===== src/rtl/seq_alu_pkg.sv =====
// seq_alu shared definitions: opcodes, FSM states,
// op classification and flag bundle.
package alu_pkg;

  localparam logic [5:0] OP_ADD  = 6'b100000;
  localparam logic [5:0] OP_SUB  = 6'b100010;
  localparam logic [5:0] OP_AND  = 6'b100100;
  localparam logic [5:0] OP_OR   = 6'b100101;
  localparam logic [5:0] OP_XOR  = 6'b100110;
  localparam logic [5:0] OP_NOR  = 6'b100111;
  localparam logic [5:0] OP_SLT  = 6'b101010;
  localparam logic [5:0] OP_SLTU = 6'b101011;
  localparam logic [5:0] OP_SLL  = 6'b000000;
  localparam logic [5:0] OP_SRL  = 6'b000010;
  localparam logic [5:0] OP_SRA  = 6'b000011;

  typedef enum logic {
    IDLE  = 1'b0,
    SHIFT = 1'b1
  } state_e;

  typedef enum logic [1:0] {
    CL_SHIFT,
    CL_ARITH,
    CL_LOGIC,
    CL_ILLEGAL
  } op_class_e;

  typedef enum logic [1:0] {
    SH_SLL,
    SH_SRL,
    SH_SRA
  } sh_kind_e;

  typedef struct packed {
    logic ovf;
    logic carry;
    logic zero;
    logic neg;
    logic ill;
  } flags_t;

  function automatic op_class_e op_class(
    input logic [5:0] op
  );
    op_class_e c;
    c = CL_ILLEGAL;
    unique case (1'b1)
      (op == OP_SLL),
      (op == OP_SRL),
      (op == OP_SRA):  c = CL_SHIFT;
      (op == OP_ADD),
      (op == OP_SUB),
      (op == OP_SLT),
      (op == OP_SLTU): c = CL_ARITH;
      (op == OP_AND),
      (op == OP_OR),
      (op == OP_XOR),
      (op == OP_NOR):  c = CL_LOGIC;
      default:         c = CL_ILLEGAL;
    endcase
    return c;
  endfunction

  function automatic sh_kind_e sh_kind(
    input logic [5:0] op
  );
    sh_kind_e k;
    k = SH_SRA;
    unique case (1'b1)
      (op == OP_SLL): k = SH_SLL;
      (op == OP_SRL): k = SH_SRL;
      default:        k = SH_SRA;
    endcase
    return k;
  endfunction

endpackage


===== src/rtl/seq_alu_shifter.sv =====
// Iterative shifter: one bit per cycle, done flags
// the cycle whose edge produces the final value.
module seq_alu_shifter
  import alu_pkg::*;
#(
  parameter  int DATA_WIDTH = 8,
  localparam int SHAMT_W = $clog2(DATA_WIDTH)
) (
  input  logic                  clk,
  input  logic                  rst_n,
  input  logic                  load_i,
  input  logic [DATA_WIDTH-1:0] a_i,
  input  logic [SHAMT_W-1:0]    shamt_i,
  input  sh_kind_e              kind_i,
  output logic [DATA_WIDTH-1:0] step_o,
  output logic                  done_o
);

  localparam int W = DATA_WIDTH;

  logic [W-1:0]       work_q, work_d;
  logic [SHAMT_W-1:0] cnt_q, cnt_d;
  sh_kind_e           kind_q, kind_d;
  logic [W-1:0]       step;

  always_comb begin
    case (kind_q)
      SH_SLL:  step = {work_q[W-2:0], 1'b0};
      SH_SRL:  step = {1'b0, work_q[W-1:1]};
      default: step = {work_q[W-1], work_q[W-1:1]};
    endcase
  end

  always_comb begin
    work_d = work_q;
    cnt_d  = cnt_q;
    kind_d = kind_q;
    if (load_i) begin
      work_d = a_i;
      cnt_d  = shamt_i;
      kind_d = kind_i;
    end else if (cnt_q != '0) begin
      work_d = step;
      cnt_d  = cnt_q - SHAMT_W'(1);
    end
  end

  always_ff @(posedge clk or negedge rst_n) begin
    if (!rst_n) begin
      work_q <= '0;
      cnt_q  <= '0;
      kind_q <= SH_SLL;
    end else begin
      work_q <= work_d;
      cnt_q  <= cnt_d;
      kind_q <= kind_d;
    end
  end

  assign step_o = step;
  assign done_o = (cnt_q == SHAMT_W'(1));

endmodule


===== src/rtl/seq_alu.sv =====
// Registered, handshaked ALU with iterative shifts.
// Optional sticky overflow: SEQ_ALU_STICKY_FLAGS_EN.
module seq_alu
  import alu_pkg::*;
#(
  parameter  int DATA_WIDTH = 8,
  localparam int SHAMT_W = $clog2(DATA_WIDTH)
) (
  input  logic                  clk,
  input  logic                  rst_n,
  input  logic                  in_valid,
  output logic                  in_ready,
  input  logic [DATA_WIDTH-1:0] a,
  input  logic [DATA_WIDTH-1:0] b,
  input  logic [5:0]            op,
  input  logic [SHAMT_W-1:0]    shamt,
  output logic                  out_valid,
  input  logic                  out_ready,
  output logic [DATA_WIDTH-1:0] result,
  output logic                  overflow,
  output logic                  carry,
  output logic                  zero,
  output logic                  negative,
  output logic                  illegal,
`ifdef SEQ_ALU_STICKY_FLAGS_EN
  input  logic                  sticky_clr,
  output logic                  sticky_ovf,
`endif
  output logic                  busy
);

  localparam int W = DATA_WIDTH;

  state_e       state_q, state_d;
  logic         out_valid_q, out_valid_d;
  logic [W-1:0] result_q, result_d;
  flags_t       flags_q, flags_d;

  op_class_e    cls;
  logic         xfer;
  logic         long_shift;
  logic         wr;
  logic         sh_done;
  logic [W-1:0] sh_step;
  logic [W:0]   sum;
  logic [W:0]   diff;
  logic [W-1:0] imm_res;
  flags_t       imm_flg;

  assign cls        = op_class(op);
  assign long_shift = (cls == CL_SHIFT) && (shamt != '0);
  assign xfer       = in_valid && in_ready;
  assign sum        = {1'b0, a} + {1'b0, b};
  assign diff       = {1'b0, a} - {1'b0, b};

  seq_alu_shifter #(
    .DATA_WIDTH(W)
  ) u_shifter (
    .clk    (clk),
    .rst_n  (rst_n),
    .load_i (xfer && long_shift),
    .a_i    (a),
    .shamt_i(shamt),
    .kind_i (sh_kind(op)),
    .step_o (sh_step),
    .done_o (sh_done)
  );

  always_comb begin
    imm_res = '0;
    imm_flg = '0;
    unique case (1'b1)
      (op == OP_ADD): begin
        imm_res       = sum[W-1:0];
        imm_flg.carry = sum[W];
        imm_flg.ovf   = (a[W-1] == b[W-1]) &&
                        (sum[W-1] != a[W-1]);
      end
      (op == OP_SUB): begin
        imm_res       = diff[W-1:0];
        imm_flg.carry = ~diff[W];
        imm_flg.ovf   = (a[W-1] != b[W-1]) &&
                        (diff[W-1] != a[W-1]);
      end
      (op == OP_AND):  imm_res = a & b;
      (op == OP_OR):   imm_res = a | b;
      (op == OP_XOR):  imm_res = a ^ b;
      (op == OP_NOR):  imm_res = ~(a | b);
      (op == OP_SLT):
        imm_res[0] = $signed(a) < $signed(b);
      (op == OP_SLTU): imm_res[0] = a < b;
      (cls == CL_SHIFT): imm_res = a;
      default: imm_flg.ill = 1'b1;
    endcase
    imm_flg.zero = (imm_res == '0);
    imm_flg.neg  = imm_res[W-1];
  end

  always_ff @(posedge clk or negedge rst_n) begin
    if (!rst_n) begin
      state_q <= IDLE;
    end else begin
      state_q <= state_d;
    end
  end

  always_comb begin
    state_d = state_q;
    unique case (state_q)
      IDLE:
        if (xfer && long_shift) state_d = SHIFT;
      SHIFT:
        if (sh_done) state_d = IDLE;
      default: state_d = IDLE;
    endcase
  end

  always_comb begin
    busy     = (state_q == SHIFT);
    in_ready = (state_q != SHIFT) &&
               (!out_valid_q || out_ready);
  end

  always_comb begin
    out_valid_d = out_valid_q;
    result_d    = result_q;
    flags_d     = flags_q;
    wr          = 1'b0;
    if (out_valid_q && out_ready) out_valid_d = 1'b0;
    if (xfer) begin
      if (long_shift) begin
        out_valid_d = 1'b0;
      end else begin
        wr          = 1'b1;
        result_d    = imm_res;
        flags_d     = imm_flg;
        out_valid_d = 1'b1;
      end
    end else if ((state_q == SHIFT) && sh_done) begin
      wr           = 1'b1;
      result_d     = sh_step;
      flags_d      = '0;
      flags_d.zero = (sh_step == '0);
      flags_d.neg  = sh_step[W-1];
      out_valid_d  = 1'b1;
    end
  end

  always_ff @(posedge clk or negedge rst_n) begin
    if (!rst_n) begin
      out_valid_q <= 1'b0;
      result_q    <= '0;
      flags_q     <= '0;
    end else begin
      out_valid_q <= out_valid_d;
      result_q    <= result_d;
      flags_q     <= flags_d;
    end
  end

`ifdef SEQ_ALU_STICKY_FLAGS_EN
  logic sticky_q, sticky_d;

  // A setting event in the same cycle as a clear wins.
  always_comb begin
    sticky_d = sticky_q;
    if (wr && (flags_d.ovf || flags_d.ill))
      sticky_d = 1'b1;
    else if (sticky_clr)
      sticky_d = 1'b0;
  end

  always_ff @(posedge clk or negedge rst_n) begin
    if (!rst_n) begin
      sticky_q <= 1'b0;
    end else begin
      sticky_q <= sticky_d;
    end
  end

  assign sticky_ovf = sticky_q;
`else
  logic unused_wr;
  assign unused_wr = wr;
`endif

  assign out_valid = out_valid_q;
  assign result    = result_q;
  assign overflow  = flags_q.ovf;
  assign carry     = flags_q.carry;
  assign zero      = flags_q.zero;
  assign negative  = flags_q.neg;
  assign illegal   = flags_q.ill;

endmodule


===== config.mk =====
export PLATFORM = sky130hd
export DESIGN_NAME = seq_alu
export DESIGN_NICKNAME = d
export VERILOG_FILES = /design/src/rtl/seq_alu_pkg.sv /design/src/rtl/seq_alu_shifter.sv /design/src/rtl/seq_alu.sv
export SDC_FILE = /design/constraint.sdc
export NUM_CORES = 1
export LEC_CHECK = 0
export ABC_AREA = 1
export ABC_CLOCK_PERIOD_IN_PS = 2150
export CAP_MARGIN = 25
export CELL_PAD_IN_SITES_DETAIL_PLACEMENT = 0
export CELL_PAD_IN_SITES_GLOBAL_PLACEMENT = 2
export CORE_UTILIZATION = 30
export DETAILED_ROUTE_END_ITERATION = 6
export PLACE_DENSITY = 0.8
export SYNTH_ARGS = -nofsm -noshare
export SYNTH_HDL_FRONTEND = slang
export SYNTH_SLANG_ARGS = --single-unit

===== constraint.sdc =====
create_clock -name clk -period 2.15 [get_ports clk]
set_input_delay 0.215 -clock clk [delete_from_list [all_inputs] [get_ports clk]]
set_output_delay 0.215 -clock clk [all_outputs]
set_load 0.1 [all_outputs]

==> out/summary.txt <==
outcome - finished, final reports clean
DRC violations left - 0
GRT Overall Usage - 20.1%
Fin. Hold Viols - 0
Max stage delay on crit path - 0.48 ns
Routed WL per cell - 14.0 um
Peak Freq - 498 MHz
Mapped Avg Cell Area - 6.44 um2
Mapped Area - 3080 um2
# H-tree levels - 1
Worst Setup End Kind - flip-flop
drt total wl - 10100 um
Seq. cell area - 676 um2
Synth cell types - 39
Detail Route Antenna Nets - 0
Slew Viols, Final - 0
placed cell areas - 4140 um2
cell taking the most area after synthesis - dfrtp_1
cts hold-fix bufs - 0
maxcap violations - 0
die outline height - 103 um
Layout Area Growth over Synthesis - 40.6%
most common flop cell mapped by yosys - dfrtp_1
post-layout net count - 649
# fillers - 1054
Initial Utilization - 31.2%
Max-slew headroom - 62.9%
Worst-Skew Late Latency - 0.28 ns
area of the multi-input gates - 2150 um2
# diodes - 0
LEAKAGE - 0.00227 uW
dpl cells - 718
Final Setup Violations - 0
cell area power density - 834 nW/um2
vias per inst - 4.72
overall power - 3610 uW
Post-Syn Instances - 478
Post-DP HPWL - 8520 um
RR Endpoint - zero$_DFFE_PN0P_
share of post-route cells with drive strength above 1 - 26.6%
top cell type's share of synthesized area - 21.9%
CTS tree - built
CP max FO - 6
peak supply drop - 0.765 mV
post-route setup slack - 0.143 ns
clock sinks - 27
Num CTS Buffers - 3
Critical Path AT - 2.22 ns
depth of the worst register-to-register path - 10
post-layout util - 43.9%
total die area - 10700 um2
EDFF count, synth - 0
row count - 36
Crit path required time - 2.37 ns
first-pass GRT wire length - 16400 um
Reg clk slew, reported paths - 0.10 ns
worst-path cell chain - clkdlybuf4s50_1 -> inv_1 -> ha_4 -> nand3_1 -> nand2_2 -> nand2_1 -> nand3_1 -> nand3_1 -> nor2_1 -> buf_4 -> nand2_1 -> nor2_2 -> nand3_1 -> a21oi_2
kind of critical path - input pin to flip-flop
Max Root-Sink Buffers - 2
worst-margin pin slew - 0.554 ns
Setup WS pre-CTS - -0.352 ns
Crit path max-delay family - simple AND/OR/NAND/NOR gates
Tcrit/Tclk final - 93.4%
sequential area share after synthesis - 21.9%
Crit path buffers/inverters - 3
IO Count - 45
reg-to-reg slack, setup - 0.45 ns
total global routing overflow - 0
#FFs+latches synth - 27
Yosys warnings - 0
1st-pass router iterations - 4
Core Box Area - 9860 um2
vias in the first global route - 3360
most used cell along the critical path - nand3_1
drt initial violations - 113
fin cells - 723
clk_skew - 0.00661 ns
antenna violations before repair - 0
CP max stage cell - clkdlybuf4s50_1
gpl congestion - 0.945
ys async rst share - 100%
reg2reg start - out_valid$_DFFE_PN0P_
Mapped Nets - 536
synth top area cells - dfrtp_1, nand2_1, ha_1, nand3_1, inv_1
root buf cell - clkbuf_8
Startpoint Class - input pin
crit path time final - 2.01 ns
die span in x - 103 um
hold crit path type - input pin to async pin
DR vias - 3414
PortBufs - 44
largest net degree at the start of global routing - 28
Final Instance Area - 4330 um2
layer usage:
layer  GRT usage [%]  vias up  part of all wire, %
li1                -     1757                    -
met1            25.5     1566                   47
met2            37.2       79                   49
met3           0.806       12                  2.5
met4            5.42        0                  1.8
met5               0        -                    0
layout make-up:
| cell class | count | share of cell area, % |
|---|---|---|
| multi-input cells | 365 | 49.7 |
| repair buffers | 121 | 23.4 |
| flip-flops and latches | 27 | 15.6 |
| inverters | 73 | 6.33 |
| well taps | 133 | 3.84 |
| clock buffers | 3 | 0.953 |
| clock inverters | 1 | 0.173 |
registers in the layout (all words and copies together), names as in the netlist:
| name | count |
|---|---|
| busy | 1 |
| carry | 1 |
| illegal | 1 |
| out_valid | 1 |
| overflow | 1 |
| result | 8 |
| u_shifter.cnt_q | 3 |
| u_shifter.kind_q | 2 |
| u_shifter.work_q | 8 |
| zero | 1 |
worst register-to-register path: cells and delay by family, from the launching register on:
family	cells	cell delay [ns]
flip-flops	1	0.39
buffers and inverters	3	0.37
AO/OA/AOI/OAI	1	0.11
AND/OR/NAND/NOR	6	0.77
through the flow:
stage               hold slack [ns]  TNS, ns
finish                        0.315        0
global route                  0.345  -0.0594
CTS                           0.325        0
detailed placement            0.476    -2.42
global placement              0.466    -1.97
floorplan                   -0.0806        0
cell usage after synthesis (8+ instances only):
| cell | instances |
|---|---|
| a21oi_1 | 16 |
| dfrtp_1 | 27 |
| ha_1 | 27 |
| inv_1 | 67 |
| nand2_1 | 129 |
| nand3_1 | 61 |
| nand4_1 | 8 |
| nor2_1 | 53 |
| nor2_2 | 8 |
| o21ai_0 | 12 |
cell usage in the layout, fill, tap and decap left out, types with 3 or more instances in the layout:
master           netlist  layout
nand2_1              129     125
buf_4                  5      91
inv_1                 67      61
nand3_1               61      57
nor2_1                53      48
dfrtp_1               27      27
clkdlybuf4s50_1        0      24
ha_1                  27      21
a21oi_1               16      14
nor2_2                 8      13
inv_2                  6      12
o21ai_0               12      11
nand4_1                8       8
nand3_2                2       6
o21ai_1                5       6
nor3_1                 6       6
nand3b_1               6       6
nand2_2                1       5
ha_4                   0       5
a221oi_2               4       4
dlymetal6s2s_1         0       4
nand2_4                3       3
clkbuf_8               0       3
repair_timing:
item	in CTS	in global routing
setup endpoints to repair	2	9
buffers inserted	0	1
hold endpoints to repair	0	0
resized for setup	3	35
pin swaps	0	6
kinds of logic after synthesis:
logic type      count (synthesis)  synth area share [%]
buf+inv                        86                  12.3
flops                          27                  21.9
compound gates                 51                  11.0
simple gates                  282                  41.6
xor+xnor                        3                 0.853
fa+ha+maj                      29                  12.3
where the power goes:
part	switching, uW	internal [uW]
registers	120	711
clock network	163	132
logic	1720	761
total	2010	1600
worst max-delay path by stage:
stage | from | endpoint | slack (ns) | cells past startpoint
6_report | b[2] | zero$_DFFE_PN0P_ | 0.14 | 14
5_1_grt | a[5] | zero$_DFFE_PN0P_ | -0.03 | 14
4_1_cts | a[0] | zero$_DFFE_PN0P_ | 0.01 | 15
3_5_place_dp | a[0] | zero$_DFFE_PN0P_ | -0.35 | 16
3_3_place_gp | a[0] | zero$_DFFE_PN0P_ | -0.27 | 16
2_1_floorplan | out_valid$_DFFE_PN0P_ | result[1]$_DFFE_PN0P_ | 0.02 | 8
No activity file was read; power rests on OpenSTA's default activity.
